$ cat src/rtl/i2s_pkg.sv
// i2s_pkg: shared sample width, channel encoding and receiver states for the I2S receive path.
package i2s_pkg;

  // Number of bits kept per channel word; later bits in a longer slot are dropped.
  localparam int I2S_SAMPLE_W = 16;

  // Word-select encoding on the wire: ws low carries the left channel.
  typedef enum logic {
    CH_LEFT  = 1'b0,
    CH_RIGHT = 1'b1
  } i2s_ch_t;

  // Receiver framing state: SYNC until a word boundary is seen, RUN while tracking words.
  typedef enum logic {
    RX_SYNC = 1'b0,
    RX_RUN  = 1'b1
  } i2s_rx_state_t;

endpackage

$ cat src/rtl/i2s_rx_sync.sv
// i2s_rx_sync: two-flop synchroniser for the asynchronous bclk/ws/sd pins plus bclk rising-edge
// detection. ws_s and sd_s come from the same synchronised cycle in which bclk_rise is flagged.
module i2s_rx_sync (
  input  logic clk,
  input  logic reset_n,
  input  logic bclk,
  input  logic ws,
  input  logic sd,
  output logic bclk_rise,
  output logic ws_s,
  output logic sd_s
);

  // Bit order inside the synchroniser vectors: {bclk, ws, sd}.
  logic [2:0] meta_q;
  logic [2:0] sync_q;
  logic       bclk_prev_q;

  // Two-stage synchroniser and a delayed copy of bclk for edge detection.
  always_ff @(posedge clk or negedge reset_n) begin
    if (!reset_n) begin
      meta_q      <= '0;
      sync_q      <= '0;
      bclk_prev_q <= 1'b0;
    end else begin
      meta_q      <= {bclk, ws, sd};
      sync_q      <= meta_q;
      bclk_prev_q <= sync_q[2];
    end
  end

  assign bclk_rise = sync_q[2] & ~bclk_prev_q;
  assign ws_s      = sync_q[1];
  assign sd_s      = sync_q[0];

endmodule

$ cat src/rtl/i2s_receiver.sv
// i2s_receiver: recovers 16-bit stereo sample pairs from an external I2S stream (bclk/ws/sd) that
// is asynchronous to clk, and presents completed left/right pairs on a valid/ready port.
// Optional feature: define I2S_RX_TIMEOUT_EN to enable bclk link-loss detection (TIMEOUT clk cycles
// without a bclk rise raises link_lost and forces re-synchronisation).
module i2s_receiver
  import i2s_pkg::*;
#(
  parameter int SAMPLE_W = I2S_SAMPLE_W
`ifdef I2S_RX_TIMEOUT_EN
  ,
  parameter int TIMEOUT  = 1024
`endif
) (
  input  logic                clk,
  input  logic                reset_n,
  input  logic                bclk,
  input  logic                ws,
  input  logic                sd,
  output logic [SAMPLE_W-1:0] left_data,
  output logic [SAMPLE_W-1:0] right_data,
  output logic                out_valid,
  input  logic                out_ready,
  output logic                overrun,
  output logic                link_lost
);

  localparam int                CNT_W   = $clog2(SAMPLE_W + 1);
  localparam logic [CNT_W-1:0] CNT_MAX = CNT_W'(SAMPLE_W);

  logic bclk_rise;
  logic ws_s;
  logic sd_s;

  i2s_rx_state_t       state_q,      state_d;
  i2s_ch_t             ws_prev_q,    ws_prev_d;
  logic [SAMPLE_W-1:0] shift_q,      shift_d;
  logic [CNT_W-1:0]    cnt_q,        cnt_d;
  logic [SAMPLE_W-1:0] left_hold_q,  left_hold_d;
  logic                left_pend_q,  left_pend_d;
  logic [SAMPLE_W-1:0] left_data_q,  left_data_d;
  logic [SAMPLE_W-1:0] right_data_q, right_data_d;
  logic                valid_q,      valid_d;
  logic                overrun_q,    overrun_d;

  logic [SAMPLE_W-1:0] fin_shift;
  logic [CNT_W-1:0]    fin_cnt;
  logic [SAMPLE_W-1:0] fin_word;

`ifdef I2S_RX_TIMEOUT_EN
  localparam int               TO_W   = $clog2(TIMEOUT + 1);
  localparam logic [TO_W-1:0] TO_MAX = TO_W'(TIMEOUT);

  logic [TO_W-1:0] to_cnt_q, to_cnt_d;
  logic            link_lost_q, link_lost_d;
`endif

  i2s_rx_sync u_sync (
    .clk       (clk),
    .reset_n   (reset_n),
    .bclk      (bclk),
    .ws        (ws),
    .sd        (sd),
    .bclk_rise (bclk_rise),
    .ws_s      (ws_s),
    .sd_s      (sd_s)
  );

  // Framing, word assembly, pair hand-off and (optionally) link-loss supervision.
  always_comb begin
    state_d      = state_q;
    ws_prev_d    = ws_prev_q;
    shift_d      = shift_q;
    cnt_d        = cnt_q;
    left_hold_d  = left_hold_q;
    left_pend_d  = left_pend_q;
    left_data_d  = left_data_q;
    right_data_d = right_data_q;
    valid_d      = valid_q;
    overrun_d    = overrun_q;
    fin_shift    = shift_q;
    fin_cnt      = cnt_q;
    fin_word     = '0;

    // A consumed pair drops valid unless a new pair reloads it below.
    if (valid_q && out_ready) begin
      valid_d = 1'b0;
    end

    if (bclk_rise) begin
      ws_prev_d = i2s_ch_t'(ws_s);
      case (state_q)
        RX_SYNC: begin
          if (ws_s != ws_prev_q) begin
            state_d = RX_RUN;
            shift_d = '0;
            cnt_d   = '0;
          end
        end
        RX_RUN: begin
          if (ws_s == ws_prev_q) begin
            if (cnt_q < CNT_MAX) begin
              shift_d = {shift_q[SAMPLE_W-2:0], sd_s};
              cnt_d   = cnt_q + 1'b1;
            end
          end else begin
            // The bit on a ws change is the LSB of the word that is ending.
            if (cnt_q < CNT_MAX) begin
              fin_shift = {shift_q[SAMPLE_W-2:0], sd_s};
              fin_cnt   = cnt_q + 1'b1;
            end
            fin_word = fin_shift << (CNT_MAX - fin_cnt);
            shift_d  = '0;
            cnt_d    = '0;
            if (ws_prev_q == CH_LEFT) begin
              left_hold_d = fin_word;
              left_pend_d = 1'b1;
            end else if (left_pend_q) begin
              left_pend_d = 1'b0;
              if (!valid_q || out_ready) begin
                left_data_d  = left_hold_q;
                right_data_d = fin_word;
                valid_d      = 1'b1;
              end else begin
                overrun_d = 1'b1;
              end
            end
          end
        end
        default: ;
      endcase
    end

`ifdef I2S_RX_TIMEOUT_EN
    to_cnt_d    = to_cnt_q;
    link_lost_d = link_lost_q;
    if (bclk_rise) begin
      to_cnt_d    = '0;
      link_lost_d = 1'b0;
    end else if (to_cnt_q != TO_MAX) begin
      to_cnt_d = to_cnt_q + 1'b1;
      if (to_cnt_d == TO_MAX) begin
        link_lost_d = 1'b1;
        state_d     = RX_SYNC;
        shift_d     = '0;
        cnt_d       = '0;
        left_pend_d = 1'b0;
      end
    end
`endif
  end

  // State and datapath registers; reset discards any partial word immediately.
  always_ff @(posedge clk or negedge reset_n) begin
    if (!reset_n) begin
      state_q      <= RX_SYNC;
      ws_prev_q    <= CH_LEFT;
      shift_q      <= '0;
      cnt_q        <= '0;
      left_hold_q  <= '0;
      left_pend_q  <= 1'b0;
      left_data_q  <= '0;
      right_data_q <= '0;
      valid_q      <= 1'b0;
      overrun_q    <= 1'b0;
    end else begin
      state_q      <= state_d;
      ws_prev_q    <= ws_prev_d;
      shift_q      <= shift_d;
      cnt_q        <= cnt_d;
      left_hold_q  <= left_hold_d;
      left_pend_q  <= left_pend_d;
      left_data_q  <= left_data_d;
      right_data_q <= right_data_d;
      valid_q      <= valid_d;
      overrun_q    <= overrun_d;
    end
  end

`ifdef I2S_RX_TIMEOUT_EN
  // Link-loss counter and flag.
  always_ff @(posedge clk or negedge reset_n) begin
    if (!reset_n) begin
      to_cnt_q    <= '0;
      link_lost_q <= 1'b0;
    end else begin
      to_cnt_q    <= to_cnt_d;
      link_lost_q <= link_lost_d;
    end
  end

  assign link_lost = link_lost_q;
`else
  assign link_lost = 1'b0;
`endif

  assign left_data  = left_data_q;
  assign right_data = right_data_q;
  assign out_valid  = valid_q;
  assign overrun    = overrun_q;

endmodule

$ cat config.mk
export PLATFORM = sky130hd
export DESIGN_NAME = i2s_receiver
export DESIGN_NICKNAME = d
export VERILOG_FILES = /design/src/rtl/i2s_pkg.sv /design/src/rtl/i2s_rx_sync.sv /design/src/rtl/i2s_receiver.sv
export SDC_FILE = /design/constraint.sdc
export NUM_CORES = 1
export LEC_CHECK = 0
export CORE_UTILIZATION = 50
export CTS_CLUSTER_DIAMETER = 200
export CTS_CLUSTER_SIZE = 8
export DETAILED_ROUTE_END_ITERATION = 10
export PLACE_DENSITY = 0.73
export SETUP_SLACK_MARGIN = 0.15
export SLEW_MARGIN = 20
export SYNTH_ARGS = -nofsm -noshare
export SYNTH_HDL_FRONTEND = slang
export SYNTH_HIERARCHICAL = 1
export SYNTH_SLANG_ARGS = --single-unit
$ cat constraint.sdc
create_clock -name clk -period 2.6 [get_ports clk]
set_clock_uncertainty 0.2 [all_clocks]
set_input_delay 0.26 -clock clk [delete_from_list [all_inputs] [get_ports clk]]
set_output_delay 0.26 -clock clk [all_outputs]
set_load 0.01 [all_outputs]
==> results of run 1 <==
-- cell usage in the layout (no fill, tap or decap), drive strengths merged, types with 4 or more instances in the layout --
cell / synthesis / layout
a21oi: 11 / 11
a22o: 22 / 22
inv: 8 / 10
buf: 11 / 38
mux2: 9 / 9
o211ai: 4 / 4
nand2b: 6 / 6
nand2: 104 / 104
xnor2: 4 / 4
mux2i: 22 / 22
nor2b: 5 / 5
o21ai: 44 / 44
clkdlybuf4s50: 0 / 38
dfrtp: 81 / 81
clkbuf: 14 / 9
nor2: 15 / 15
nand3: 9 / 9
nor3: 5 / 5
-- stage by stage --
| stage | instance area [sq um] | std cells | TNS [ps] |
|---|---|---|---|
| after CTS | 5120 | 587 | -154 |
| after global placement | 4810 | 567 | -779 |
| final | 5220 | 591 | -72.9 |
| after global routing | 5220 | 591 | -1350 |
| after floorplan | 4180 | 421 | -345 |
| after detailed placement | 4810 | 567 | -1500 |
-- logic make-up (layout without fill, tap and decap cells) --
group | Yosys count | in the layout | synth area share
muxes | 34 | 34 | 0.0966
other | 1 | 1 | 0.000922
AOI/OAI and AO/OA | 101 | 101 | 0.164
and+or+nand+nor | 162 | 162 | 0.181
adders and majority gates | 2 | 2 | 0.00615
xor gates and xnor gates | 6 | 6 | 0.0166
buffers and inverters | 34 | 102 | 0.0363
DFF | 81 | 81 | 0.498
-- synthesized netlist by cell type, drive strengths merged, types with 2 or more instances --
library cell / n
or3b: 2
a21oi: 11
dfrtp: 81
a22o: 22
a32oi: 2
or3: 3
ha: 2
o21ai: 44
o22ai: 2
inv: 8
nor2b: 5
xnor2: 4
nand3: 9
o32a: 2
mux2i: 22
nand2b: 6
o21a: 3
nor2: 15
and2: 2
clkbuf: 14
nand3b: 3
buf: 11
nand2: 104
mux4: 3
mux2: 9
nor3: 5
o311ai: 2
o31ai: 2
o211ai: 4
nor3b: 3
xor2: 2
nand4b: 2
-- state kept, by name, indices dropped and copies added, names as in the netlist --
signal / flops
cnt_q: 5
left_data: 16
left_hold_q: 16
left_pend_q: 1
out_valid: 1
overrun: 1
right_data: 16
shift_q: 16
state_q: 1
u_sync/bclk_prev_q: 1
u_sync/meta_q: 3
u_sync/sync_q: 3
ws_prev_q: 1
-- final timing paths --
kind,start,to,depth (start not counted),slack [ps]
max reg2reg,cnt_q[0]$_DFFE_PN0P_,left_hold_q[7]$_DFFE_PN0P_,9,-20
min reg2reg,u_sync/meta_q[2]$_DFF_PN0_,u_sync/sync_q[2]$_DFF_PN0_,0,150
min in group asynchronous,reset_n,left_data[10]$_DFFE_PN0P_,2,170
min,sd,u_sync/meta_q[0]$_DFF_PN0_,1,130
max in group asynchronous,reset_n,u_sync/meta_q[1]$_DFF_PN0_,3,1440
max,cnt_q[0]$_DFFE_PN0P_,left_hold_q[7]$_DFFE_PN0P_,9,-20
-- layer usage --
| layer | up-vias | wire length (microns) |
|---|---|---|
| met5 | - | 0 |
| met2 | 69 | 4420 |
| met4 | 0 | 177 |
| met1 | 1591 | 4270 |
| li1 | 1605 | - |
| met3 | 16 | 319 |
-- timing repair --
item | 4_1_cts | 5_1_grt
endpoints found under the hold margin | 34 | 0
buffers inserted | 3 | 4
cloned | 0 | 0
setup endpoints to repair | 30 | 48
resized for setup | 21 | 21
pin swaps | 14 | 9
hold buffers | 1 | 0
-- power by group --
part           switching, uW  internal (uW)
registers                141           1440
clock network            499            353
logic                    944            935
total                   1580           2730
-- area by class of cell --
class / instances / area share
Clock buffer: 9 / 0.0237
Sequential cell: 81 / 0.388
Tap cell: 102 / 0.0244
Clock inverter: 7 / 0.0103
Multi-Input combinational cell: 306 / 0.409
Timing Repair Buffer: 77 / 0.138
Inverter: 9 / 0.00671
-- critical path, stage by stage (launching register included) --
cell,delay [ps]
sky130_fd_sc_hd__dfrtp_1,420
sky130_fd_sc_hd__ha_4,260
sky130_fd_sc_hd__or3b_1,360
sky130_fd_sc_hd__a21oi_2,200
sky130_fd_sc_hd__o21ai_4,110
sky130_fd_sc_hd__nand2_8,100
sky130_fd_sc_hd__mux4_2,510
sky130_fd_sc_hd__buf_4,150
sky130_fd_sc_hd__buf_4,130
sky130_fd_sc_hd__o21ai_1,110
==> results.toml, run 1 <==
[outcome]
run_status = "finished, violations left"
violations = "negative setup slack"

[floorplanning]
die_height_microns = 92.2
ioPinCount = 41
coreArea_sq_um = 7810
floorplan.rows = 32
initial_core_util = 0.521
die_w_microns = 92.2
die_area_sq_um = 8500

[detailed_routing]
routedWlPerCell_microns = 15.5
antenna_left = 0
drc = 0
finalWirelength_mm = 9.18
drt_pre_antenna_iters = 5
drt_iter0_markers = 120
num_vias = 3281
avgViaCountPerCell = 5.55

[timing]
holdWs_ps = 131
final-max-slew-violation-count = 0
timing.slew.headroom = 0.623
timing.final.crit_period_ps = 2620
number_of_hold_violations_in_the_final_report = 0
worstMarginPinSlew_ps = 564
period_share = 1.01
setup_repair_after_global_routing_missed_its_margin = "true"
timing.fmax_mhz = 381
post-route-worst-setup-slack_ps = -22.1
finalSetupViolCount = 4

[global_routing]
globalRouteMet3Util = 0.0589
overflow = 0
grtUsageMet1 = 0.326
number_of_global_route_vias_before_repair = 3134
grt_first_pass_wirelength_mm = 15.6
globalRouteMet2Util = 0.373
grtUsageTotal = 0.238
antenna_found_initial = 0
grt.busiest_layer = "met2"
pin_count_of_the_biggest_net_entering_global_routing = 48

[cts]
cts.sinks = 81
cts_made_buffers = 9
clock_latency_ps = 360
cts_root_buffer = "sky130_fd_sc_hd__clkbuf_8"
tritoncts = "built"
clock_tree.buffer_depth = 2
cts_max_level = 3
path_clk_slew_ps = 90

[cells_and_area]
multiInputGateArea_sq_um = 2140
fillerInstances = 642
regArea_sq_um = 2030
number_of_antenna_cells_inserted = 0
finish.utilization = 0.669
area_growth_synth_to_finish_pct = 28.4
num-nets-final = 492
post_route_cells_drive_above_1_share = 0.219

[power]
total_power_uw = 4310
powerDensity_nw_per_um2 = 826
max-vdd-ir-drop_mv = 0.438
p_leak_uw = 0.00226

[synthesis]
syn-num-nets = 429
synth_area_sq_um = 4070
ys_async_sr_fraction = 1.00
synth_top_area_frac = 0.498
synthTopCellsByArea = "sky130_fd_sc_hd__dfrtp_1, sky130_fd_sc_hd__nand2_1, sky130_fd_sc_hd__mux2i_1"
number_of_flops_mapped_to_enable_cells_by_yosys = 0
ys.warnings.count = 6
ys.flop_type = "sky130_fd_sc_hd__dfrtp_1"
post_synth_num_cell_types = 53
synth.largest_area_cell = "sky130_fd_sc_hd__dfrtp_1"
synthesis.area_per_instance_sq_um = 9.66
postSynthRegisterBits = 81
synth_sequential_area_ratio = 0.498
syn-instance-count = 421

[worst_hold_path]
hp-class = "input pin to flip-flop"

[placed_design]
detailed_place_hpwl_mm = 6.63
placement.setup.worst_slack_ps = -156
routabilityCongestion = 0.900
placement.io_buffers = 39

[worst_setup_path]
timing.critical_path.to_type = "flip-flop"
crit_required_ps = 2690
path_class = "flip-flop to flip-flop"
worst_setup_path_start_kind = "flip-flop"
worstPathArrival_ps = 2710
crit_fanout = 4

[job]
drv.max_cap_violation_count = 0
Power figures use the tool's default switching activity.
==> run 2, diff against run 1 <==
Settings changed: ABC_AREA set to 1.
==> run 2 against run 1 <==
  * The flow now finishes without violations
  * Clock power increased by 19%
  * Count of clock-buffer cells in the layout unchanged
  * Non-clock buffer count shrank 30
  * Register-to-register slack improved by 380 ps
  * Largest cell class is now flip-flops and latches
  * Largest power group is now sequential cells
==> results.toml, run 2 <==
[outcome]
run_status = "finished clean"

[cells_and_area]
area_growth_synth_to_finish_pct = 16.5
fillerInstances = 759
num-nets-final = 587
most_frequent_standard_cell_in_the_layout_excluding_fill_and_tap_cells = "sky130_fd_sc_hd__nand2_1"
post_route_cells_drive_above_1_share = 0.0823
layout.cells.most_common_list = "sky130_fd_sc_hd__nand2_1, sky130_fd_sc_hd__dfrtp_1, sky130_fd_sc_hd__nand3_1"
number_of_antenna_cells_inserted = 0

[placed_design]
placement.setup.worst_slack_ps = 370
routabilityCongestion = 0.856
placement.io_buffers = 39
detailed_place_hpwl_mm = 6.62

[cts]
cts_made_buffers = 9
post-cts-setup-buffers = 0
path_clk_slew_ps = 90
clock_tree.buffer_depth = 2
cts.sinks = 81
tritoncts = "built"
cts_max_level = 3
clock_latency_ps = 350
cts_root_buffer = "sky130_fd_sc_hd__clkbuf_8"

[worst_setup_path]
slowest_delay_ps = 440
critical_path.n_buffers_inverters = 1
path_class = "flip-flop to flip-flop"
worst_setup_path_start_kind = "flip-flop"
logic_depth_of_the_worst_register_to_register_path = 12
cp_cell_sequence = "ha_1 -> nand2_1 -> nand2_1 -> nor2_4 -> nand2_4 -> inv_2 -> nand2_1 -> nand2_1 -> nand2_2 -> nor2_4 -> nand2_1 -> o21ai_1"
worst-path-stages = 12
crit_fanout = 6
timing.critical_path.to_type = "flip-flop"
path_common_cell = "sky130_fd_sc_hd__nand2_1"
crit_required_ps = 2670
critical_path.slowest_cell = "sky130_fd_sc_hd__dfrtp_1"
worst_path_dominant_cell_family = "simple AND/OR/NAND/NOR gates"
worstPathArrival_ps = 2320

[synthesis]
post_synth_num_cell_types = 25
postSynthRegisterBits = 81
synth.largest_area_cell = "sky130_fd_sc_hd__dfrtp_1"
synthTopCellsByArea = "sky130_fd_sc_hd__dfrtp_1, sky130_fd_sc_hd__nand2_1, sky130_fd_sc_hd__nand3_1"
ys.warnings.count = 6
synth_sequential_area_ratio = 0.494
synthMostInstantiatedCell = "sky130_fd_sc_hd__nand2_1"
number_of_flops_mapped_to_enable_cells_by_yosys = 0
synthesis.area_per_instance_sq_um = 7.55
ys_async_sr_fraction = 1.00
syn-num-nets = 552
synth_area_sq_um = 4110
syn-instance-count = 544
leading_post_synthesis_cells_by_instance_count = "sky130_fd_sc_hd__nand2_1, sky130_fd_sc_hd__dfrtp_1, sky130_fd_sc_hd__nand3_1, sky130_fd_sc_hd__inv_1"
ys.flop_type = "sky130_fd_sc_hd__dfrtp_1"
synth_top_area_frac = 0.494

[floorplanning]
die_height_microns = 92.6
die_area_sq_um = 8580
ioPinCount = 41
initial_core_util = 0.523
coreArea_sq_um = 7850
die_w_microns = 92.6
floorplan.rows = 32

[global_routing]
grt_first_pass_wirelength_mm = 16.1
pin_count_of_the_biggest_net_entering_global_routing = 82
overflow = 0
number_of_global_route_vias_before_repair = 3403
grtUsageTotal = 0.238
antenna_found_initial = 0

[timing]
holdWs_ps = 135
final-max-slew-violation-count = 0
timing.slew.headroom = 0.595
period_share = 0.864
setup_tns_ps = 0
number_of_hold_violations_in_the_final_report = 0
setup_repair_after_global_routing_missed_its_margin = "true"
finalSetupViolCount = 0
post-route-worst-setup-slack_ps = 355
timing.fmax_mhz = 445
timing.final.crit_period_ps = 2250
worstMarginPinSlew_ps = 606

[power]
p_leak_uw = 0.00245
max-vdd-ir-drop_mv = 0.509
total_power_uw = 4240
powerDensity_nw_per_um2 = 888

[job]
drv.max_cap_violation_count = 0

[detailed_routing]
antenna_left = 0
finalWirelength_mm = 9.33
drc = 0
drt_iter0_markers = 345
routedWlPerCell_microns = 13.6
num_vias = 3605
avgViaCountPerCell = 5.26
drt_pre_antenna_iters = 4

[worst_hold_path]
hp-class = "input pin to flip-flop"
hold-path-cell-count = 1
[run 2: stage by stage]
| step | utilization | std cells | area [sq um] |
|---|---|---|---|
| 2_1_floorplan | - | 544 | 4110 |
| 3_3_place_gp | 0.579 | 669 | 4550 |
| 3_5_place_dp | 0.579 | 669 | 4550 |
| 4_1_cts | 0.608 | 685 | 4770 |
| 5_1_grt | 0.609 | 685 | 4780 |
| 6_report | 0.609 | 685 | 4780 |
[run 2: per-layer routing]
metal	vias to the layer above	share of wire	global-route usage
met3	16	0.035	0.0345
met2	74	0.48	0.386
met4	0	0.015	0.0756
met5	-	0	0
met1	1706	0.47	0.330
li1	1809	-	-
[run 2: what timing repair did]
action                     CTS  global route
hold buffers                 1             0
gates resized for setup      0             2
setup endpoints to repair    0             4
hold endpoints to repair    81             0
[run 2: report_power, final]
part	internal [uW]	leakage [uW]	switching (uW)
clock	541	0.000110	471
combinational	618	0.00125	973
sequential	1490	0.00108	148
[run 2: final cells by class]
type | count | area, sq um | share of cell area
Sequential cell | 81 | 2030 | 0.424
Multi-Input combinational cell | 405 | 1820 | 0.380
Timing Repair Buffer | 47 | 463 | 0.0968
Inverter | 35 | 131 | 0.0275
Tap cell | 102 | 128 | 0.0267
Clock buffer | 9 | 124 | 0.0259
Clock inverter | 6 | 91.3 | 0.0191
[run 2: cells by family (layout without fill, tap and decap cells)]
logic type      count (synthesis)  in the layout  share of synthesized area
other cells                     1              1                   0.000913
compound gates                 47             47                     0.0652
flops                          81             81                      0.494
simple gates                  355            355                      0.368
buf+inv                        58             97                     0.0661
fa+ha+maj                       2              2                    0.00609
[run 2: final timing paths]
check / end / from / slack (ps)
max: right_data[5]$_DFFE_PN0P_ / cnt_q[0]$_DFFE_PN0P_ / 350
min reg2reg: u_sync/sync_q[1]$_DFF_PN0_ / u_sync/meta_q[1]$_DFF_PN0_ / 150
max reg2reg: right_data[5]$_DFFE_PN0P_ / cnt_q[0]$_DFFE_PN0P_ / 350
min: u_sync/meta_q[0]$_DFF_PN0_ / sd / 130
max in group asynchronous: u_sync/meta_q[1]$_DFF_PN0_ / reset_n / 1580
min in group asynchronous: shift_q[5]$_DFFE_PN0P_ / reset_n / 260
